===== config.mk =====
export PLATFORM = sky130hd
export DESIGN_NAME = instruction_fetch_unit_flat
export DESIGN_NICKNAME = d
export VERILOG_FILES = /design/src/rtl/instruction_fetch_unit_if.sv /design/src/rtl/instruction_fetch_unit.sv /design/src/flat_wrapper.sv
export SDC_FILE = /design/constraint.sdc
export NUM_CORES = 1
export LEC_CHECK = 0
export BUFFER_PORTS_ARGS = -buffer_cell sky130_fd_sc_hd__buf_2
export CAP_MARGIN = 15
export CELL_PAD_IN_SITES_DETAIL_PLACEMENT = 0
export CELL_PAD_IN_SITES_GLOBAL_PLACEMENT = 1
export CORE_ASPECT_RATIO = 0.5
export CORE_UTILIZATION = 35
export CTS_BUF_LIST = sky130_fd_sc_hd__clkbuf_4
export DETAILED_ROUTE_END_ITERATION = 6
export PLACE_DENSITY = 0.86
export SETUP_SLACK_MARGIN = 0.1
export SLEW_MARGIN = 0
export SYNTH_ARGS = -nofsm -noshare
export SYNTH_HDL_FRONTEND = slang
export SYNTH_SLANG_ARGS = --single-unit

===== constraint.sdc =====
create_clock -name Clock -period 1.5 [get_ports Clock]
set_input_delay 0.3 -clock Clock [delete_from_list [all_inputs] [get_ports Clock]]
set_output_delay 0.3 -clock Clock [all_outputs]
set_load 0.01 [all_outputs]

===== src/rtl/instruction_fetch_unit_if.sv =====
// Bus between the instruction fetch unit, the byte-wide program memory and the
// instruction register stage.
interface instruction_fetch_unit_if;
  logic        Start;
  logic        PcLoad;
  logic [15:0] PcIn;
  logic [7:0]  MemData;
  logic        Ack;
  logic [15:0] MemAddr;
  logic        MemRd;
  logic [15:0] IR;
  logic        IRValid;
  logic [15:0] PC;
  logic        Busy;

  modport master (
    input  Start, PcLoad, PcIn, MemData, Ack,
    output MemAddr, MemRd, IR, IRValid, PC, Busy
  );

  modport slave (
    output Start, PcLoad, PcIn, MemData, Ack,
    input  MemAddr, MemRd, IR, IRValid, PC, Busy
  );
endinterface


===== src/rtl/instruction_fetch_unit.sv =====
// Fetch sequencer: reads two consecutive bytes at PC and PC+1 and presents them
// as one 16-bit instruction (low byte first) behind a valid/ack handshake.
module instruction_fetch_unit (
  input  logic                            Clock,
  input  logic                            Reset,
  instruction_fetch_unit_if.master        bus
);

  localparam logic [2:0] IDLE    = 3'd0;
  localparam logic [2:0] RD_LO   = 3'd1;
  localparam logic [2:0] RD_HI   = 3'd2;
  localparam logic [2:0] WAIT_HI = 3'd3;
  localparam logic [2:0] VALID   = 3'd4;

  logic [2:0]  state_q, state_d;
  logic [15:0] pc_q, pc_d;
  logic [15:0] ir_q, ir_d;
  logic        ir_valid_q, ir_valid_d;
  logic        mem_rd_q, mem_rd_d;
  logic        busy_q, busy_d;

  // Next-state, PC and IR byte capture; PcLoad overrides everything but reset.
  always_comb begin
    state_d = state_q;
    pc_d    = pc_q;
    ir_d    = ir_q;
    case (state_q)
      IDLE: begin
        if (bus.PcLoad) begin
          pc_d = bus.PcIn;
        end else if (bus.Start) begin
          state_d = RD_LO;
        end else begin
          state_d = IDLE;
        end
      end
      RD_LO: begin
        if (bus.PcLoad) begin
          pc_d    = bus.PcIn;
          state_d = IDLE;
        end else begin
          pc_d    = pc_q + 16'd1;
          state_d = RD_HI;
        end
      end
      RD_HI: begin
        if (bus.PcLoad) begin
          pc_d    = bus.PcIn;
          state_d = IDLE;
        end else begin
          ir_d[7:0] = bus.MemData;
          pc_d      = pc_q + 16'd1;
          state_d   = WAIT_HI;
        end
      end
      WAIT_HI: begin
        if (bus.PcLoad) begin
          pc_d    = bus.PcIn;
          state_d = IDLE;
        end else begin
          ir_d[15:8] = bus.MemData;
          state_d    = VALID;
        end
      end
      VALID: begin
        if (bus.PcLoad) begin
          pc_d    = bus.PcIn;
          state_d = IDLE;
        end else if (bus.Ack && bus.Start) begin
          state_d = RD_LO;
        end else if (bus.Ack) begin
          state_d = IDLE;
        end else begin
          state_d = VALID;
        end
      end
      default: begin
        state_d = IDLE;
      end
    endcase

    // Status outputs are registered, so decode them from the upcoming state.
    ir_valid_d = (state_d == VALID);
    mem_rd_d   = (state_d == RD_LO) || (state_d == RD_HI);
    busy_d     = (state_d == RD_LO) || (state_d == RD_HI) || (state_d == WAIT_HI);
  end

  // State and output registers with asynchronous clear.
  always_ff @(posedge Clock or negedge Reset) begin
    if (!Reset) begin
      state_q    <= IDLE;
      pc_q       <= 16'h0000;
      ir_q       <= 16'h0000;
      ir_valid_q <= 1'b0;
      mem_rd_q   <= 1'b0;
      busy_q     <= 1'b0;
    end else begin
      state_q    <= state_d;
      pc_q       <= pc_d;
      ir_q       <= ir_d;
      ir_valid_q <= ir_valid_d;
      mem_rd_q   <= mem_rd_d;
      busy_q     <= busy_d;
    end
  end

  assign bus.MemAddr = pc_q;
  assign bus.PC      = pc_q;
  assign bus.IR      = ir_q;
  assign bus.IRValid = ir_valid_q;
  assign bus.MemRd   = mem_rd_q;
  assign bus.Busy    = busy_q;

endmodule


===== src/flat_wrapper.sv =====
// flat-port wrapper written by rule: the top's interface ports become plain ports
module instruction_fetch_unit_flat 
  (Clock, Reset, bus_Start, bus_PcLoad, bus_PcIn, bus_MemData, bus_Ack, bus_MemAddr, bus_MemRd, bus_IR, bus_IRValid, bus_PC, bus_Busy);
  instruction_fetch_unit_if bus_i ();
  input  logic Clock;
  input  logic Reset;
  input wire logic [$bits(bus_i.Start)-1:0] bus_Start;
  input wire logic [$bits(bus_i.PcLoad)-1:0] bus_PcLoad;
  input wire logic [$bits(bus_i.PcIn)-1:0] bus_PcIn;
  input wire logic [$bits(bus_i.MemData)-1:0] bus_MemData;
  input wire logic [$bits(bus_i.Ack)-1:0] bus_Ack;
  output wire logic [$bits(bus_i.MemAddr)-1:0] bus_MemAddr;
  output wire logic [$bits(bus_i.MemRd)-1:0] bus_MemRd;
  output wire logic [$bits(bus_i.IR)-1:0] bus_IR;
  output wire logic [$bits(bus_i.IRValid)-1:0] bus_IRValid;
  output wire logic [$bits(bus_i.PC)-1:0] bus_PC;
  output wire logic [$bits(bus_i.Busy)-1:0] bus_Busy;
  assign bus_i.Start = bus_Start;
  assign bus_i.PcLoad = bus_PcLoad;
  assign bus_i.PcIn = bus_PcIn;
  assign bus_i.MemData = bus_MemData;
  assign bus_i.Ack = bus_Ack;
  assign bus_MemAddr = bus_i.MemAddr;
  assign bus_MemRd = bus_i.MemRd;
  assign bus_IR = bus_i.IR;
  assign bus_IRValid = bus_i.IRValid;
  assign bus_PC = bus_i.PC;
  assign bus_Busy = bus_i.Busy;
  instruction_fetch_unit u_core (.Clock(Clock), .Reset(Reset), .bus(bus_i));
endmodule

==> reports/qor.txt <==
Max-cap viol count: 0
Crit path max-delay family: flip-flops
Period utilization: 102%
Setup Skew: 0.0143 ns
Worst-path cell chain: buf_6 > o21ba_4 > nand4_1 > buf_6 > o22ai_2 > a22oi_2
Drt pass-1 iters: 4
Vias in the first global route: 1999
Routed len/inst: 17.7 µm
GRT Residual Overflow: 0
Later-pin clock latency in the skew report: 0.36 ns
Final Hold Fails: 0
Pwr dens: 1370 nW/µm²
Endpoints failing setup: 2
CTS Sinks: 38
Most common cell after layout, fill and taps aside: buf_2
Finished Cell Area: 3300 µm²
Die H: 57.8 µm
Largest family of logic cells by synthesized area: compound AO/OA/AOI/OAI gates
Largest net degree at the start of global routing: 21
First-pass GRT wire length: 9.76 mm
Syn avg cell area: 11.2 µm²
IO Count: 80
Synth Area in XOR/XNOR: 1.26%
Setup WS post-layout: -0.0225 ns
Tmin final: 1.52 ns
GP Congestion: 0.892
Status: finished with violations
N_diodes: 0
FF+latch count, synth: 38
Post-Syn Instances: 195
Share of layout cells above drive strength 1: 61.7%
Synth Area in Compound Gates: 20.1%
Die area: 6570 µm²
Sw frac: 36.2%
Startpoint Class: flop
Final wirelength: 6.95 mm
Required time of the critical path: 1.77 ns
Int Pwr: 2.88 mW
Reg power frac: 34.9%
Arr. time, crit path: 1.80 ns
Port bufs: 79
Number of buffers and inverters on the critical path: 2
Initial Util: 38.1%
Fmax: 657 MHz
Nets: 337
Row count: 19
Clock transition at the registers of the reported paths: 0.14 ns
Clock Power Share: 20.2%
First DRT Iteration DRCs: 204
Die width: 114 µm
Most frequent cells in the layout: buf_2 (71), buf_4 (30), dfrtp_1 (29)
Core ar.: 5730 µm²
Relative slew margins: 66.9%
Cell mode on critical path: buf_6
P_leak: 1.50 nW
Tightest Pin Transition: 0.496 ns
Main synth FF type: dfrtp_1
Min-delay worst type: input pin to flop
Worst path max stage delay: 0.51 ns
CTS buffer count: 5
Vias per Instance: 5.26
Root Buffer: clkbuf_4
Failing checks: setup timing
TritonCTS clock tree: built
Residual DRC: 0
Register area share after synthesis: 43.6%
Mux share of post-synthesis cell area: 8.72%
Syn Std Cell Area: 2180 µm²
Number of synthesized flops with an enable pin: 0
Via Count: 2062
FF/Latch Area: 962 µm²
Critical path type: flop to flop
Area growth syn-to-layout: 51.3%
Post-detail-place hpwl: 4.36 mm
Slew Viols, Final: 0
H-tree levels: 2
GRT Util Overall: 19.5%
Share of synthesized registers carrying an async set or reset: 100%
Setup TNS Final: -0.0245 ns
Gate power share: 44.8%
Fill count: 462
Synth cell types: 50
Initial antenna violation count: 0
Worst IR Drop VDD: 0.000496 V
Area occupied by multi-input gates: 1150 µm²
Cell Area, Placed: 2770 µm²
Crit. End Element: flop
Post-Synth Adder-Cell Area: 0.574%
Crit Path Max Fanout: 5
Unrepaired setup endpoints after global routing: yes
Net switching power: 1.63 mW
Synth Warn #: 0
Slowest-stage cell, CP: dfrtp_2
Simple-gate area share of the yosys netlist: 15.4%
Routed Antenna Nets: 0
Clock buffer depth: 2
Final core utilization: 57.6%
Synthesized net count: 225
==> cells by family (layout without fill, tap and decap cells) <==
logic type	count (synthesis)	count (layout)
AO/OA/AOI/OAI	50	50
AND/OR/NAND/NOR	56	57
XOR/XNOR	1	1
buffers and inverters	32	144
adder cells (fa/ha/maj)	1	1
flip-flops	38	38
multiplexers	17	17
==> power groups by stage <==
stage / Clock (mW) / Sequential (mW) / Combinational [mW]
after floorplan: 0 / 1.72 / 0.859
after global placement: 0 / 1.56 / 1.61
after detailed placement: 0 / 1.58 / 1.65
after CTS: 0.932 / 1.56 / 1.83
after global routing: 0.991 / 1.62 / 2.15
final: 0.915 / 1.58 / 2.02
==> sequential cells by signal, summed over array words and instances, names as in the netlist <==
register,flops
u_core.bus.IR,16
u_core.bus.MemRd,1
u_core.bus.IRValid,1
u_core.bus.Busy,1
u_core.state_q,3
u_core.bus.MemAddr,16
==> cell type report <==
| type | instances | share of cell area, % |
|---|---|---|
| tap | 84 | 3.18 |
| sequential | 38 | 29.2 |
| clock inverter | 3 | 2.08 |
| multi-input combinational | 126 | 34.8 |
| inverter | 7 | 0.796 |
| clock buffer | 5 | 1.14 |
| timing repair buffer | 129 | 28.8 |
==> routing by layer <==
layer  wire length [µm]  GRT usage, %  vias up  share of wire, %
met5                  0             0        -                 0
met4                218          7.71        0               3.1
met3                537          4.50       31               7.7
met2               3480          33.4      111                50
met1               2710          24.3      985                39
li1                   -             -      935                 -
==> what timing repair did <==
| action | in CTS | in global routing |
|---|---|---|
| pin swaps | 9 | 4 |
| setup buffers | 11 | 10 |
| hold endpoints to repair | 19 | 0 |
| resized for setup | 23 | 28 |
| hold buffers | 1 | 0 |
| setup endpoints to repair | 48 | 49 |
| gates cloned | 1 | 1 |
==> metrics by stage <==
stage	std cells	hold WS (ns)	setup slack, ns	total power [mW]
after floorplan	195	0.00441	0.111	2.58
after global placement	362	0.291	-0.00141	3.18
after detailed placement	362	0.300	-0.0389	3.23
after CTS	383	0.153	0.0320	4.32
after global routing	392	0.149	-0.0693	4.75
final	392	0.162	-0.0225	4.52
==> path summary, 6_finish.rpt <==
path | slack (ns) | depth (start not counted) | to | startpoint
worst max-delay path | -0.02 | 6 | u_core.bus.MemAddr[7] | u_core.state_q[0]
worst min-delay path | 0.16 | 2 | u_core.bus.IR[12] | bus_MemData[4]
worst min register to register | 0.50 | 1 | u_core.bus.IR[11] | u_core.bus.IR[11]
min in group asynchronous | 0.44 | 2 | u_core.bus.MemAddr[13] | Reset
max in group asynchronous | 0.56 | 3 | u_core.state_q[2] | Reset
worst max register to register | -0.02 | 6 | u_core.bus.MemAddr[7] | u_core.state_q[0]
==> cells in the mapped netlist (2+ instances only) <==
| library cell | count | area (µm²) |
|---|---|---|
| nand4_1 | 6 | 37.5 |
| o21ai_1 | 6 | 30.0 |
| dfrtp_1 | 38 | 951 |
| o22a_1 | 2 | 17.5 |
| buf_6 | 4 | 45.0 |
| and4_1 | 2 | 17.5 |
| o21ai_0 | 3 | 15.0 |
| a22oi_2 | 3 | 37.5 |
| inv_1 | 6 | 22.5 |
| buf_2 | 2 | 10.0 |
| o22ai_1 | 6 | 37.5 |
| o32ai_1 | 2 | 17.5 |
| nand3_1 | 11 | 55.1 |
| and3_1 | 4 | 25.0 |
| o21a_1 | 2 | 15.0 |
| nand2_1 | 12 | 45.0 |
| a21oi_2 | 6 | 52.6 |
| or3_1 | 2 | 12.5 |
| a2bb2oi_2 | 6 | 90.1 |
| nor4_1 | 2 | 12.5 |
| a21oi_1 | 5 | 25.0 |
| nor2_1 | 4 | 15.0 |
| buf_4 | 19 | 143 |
| mux2_1 | 16 | 180 |
No activity file was read; power rests on OpenSTA's default activity.
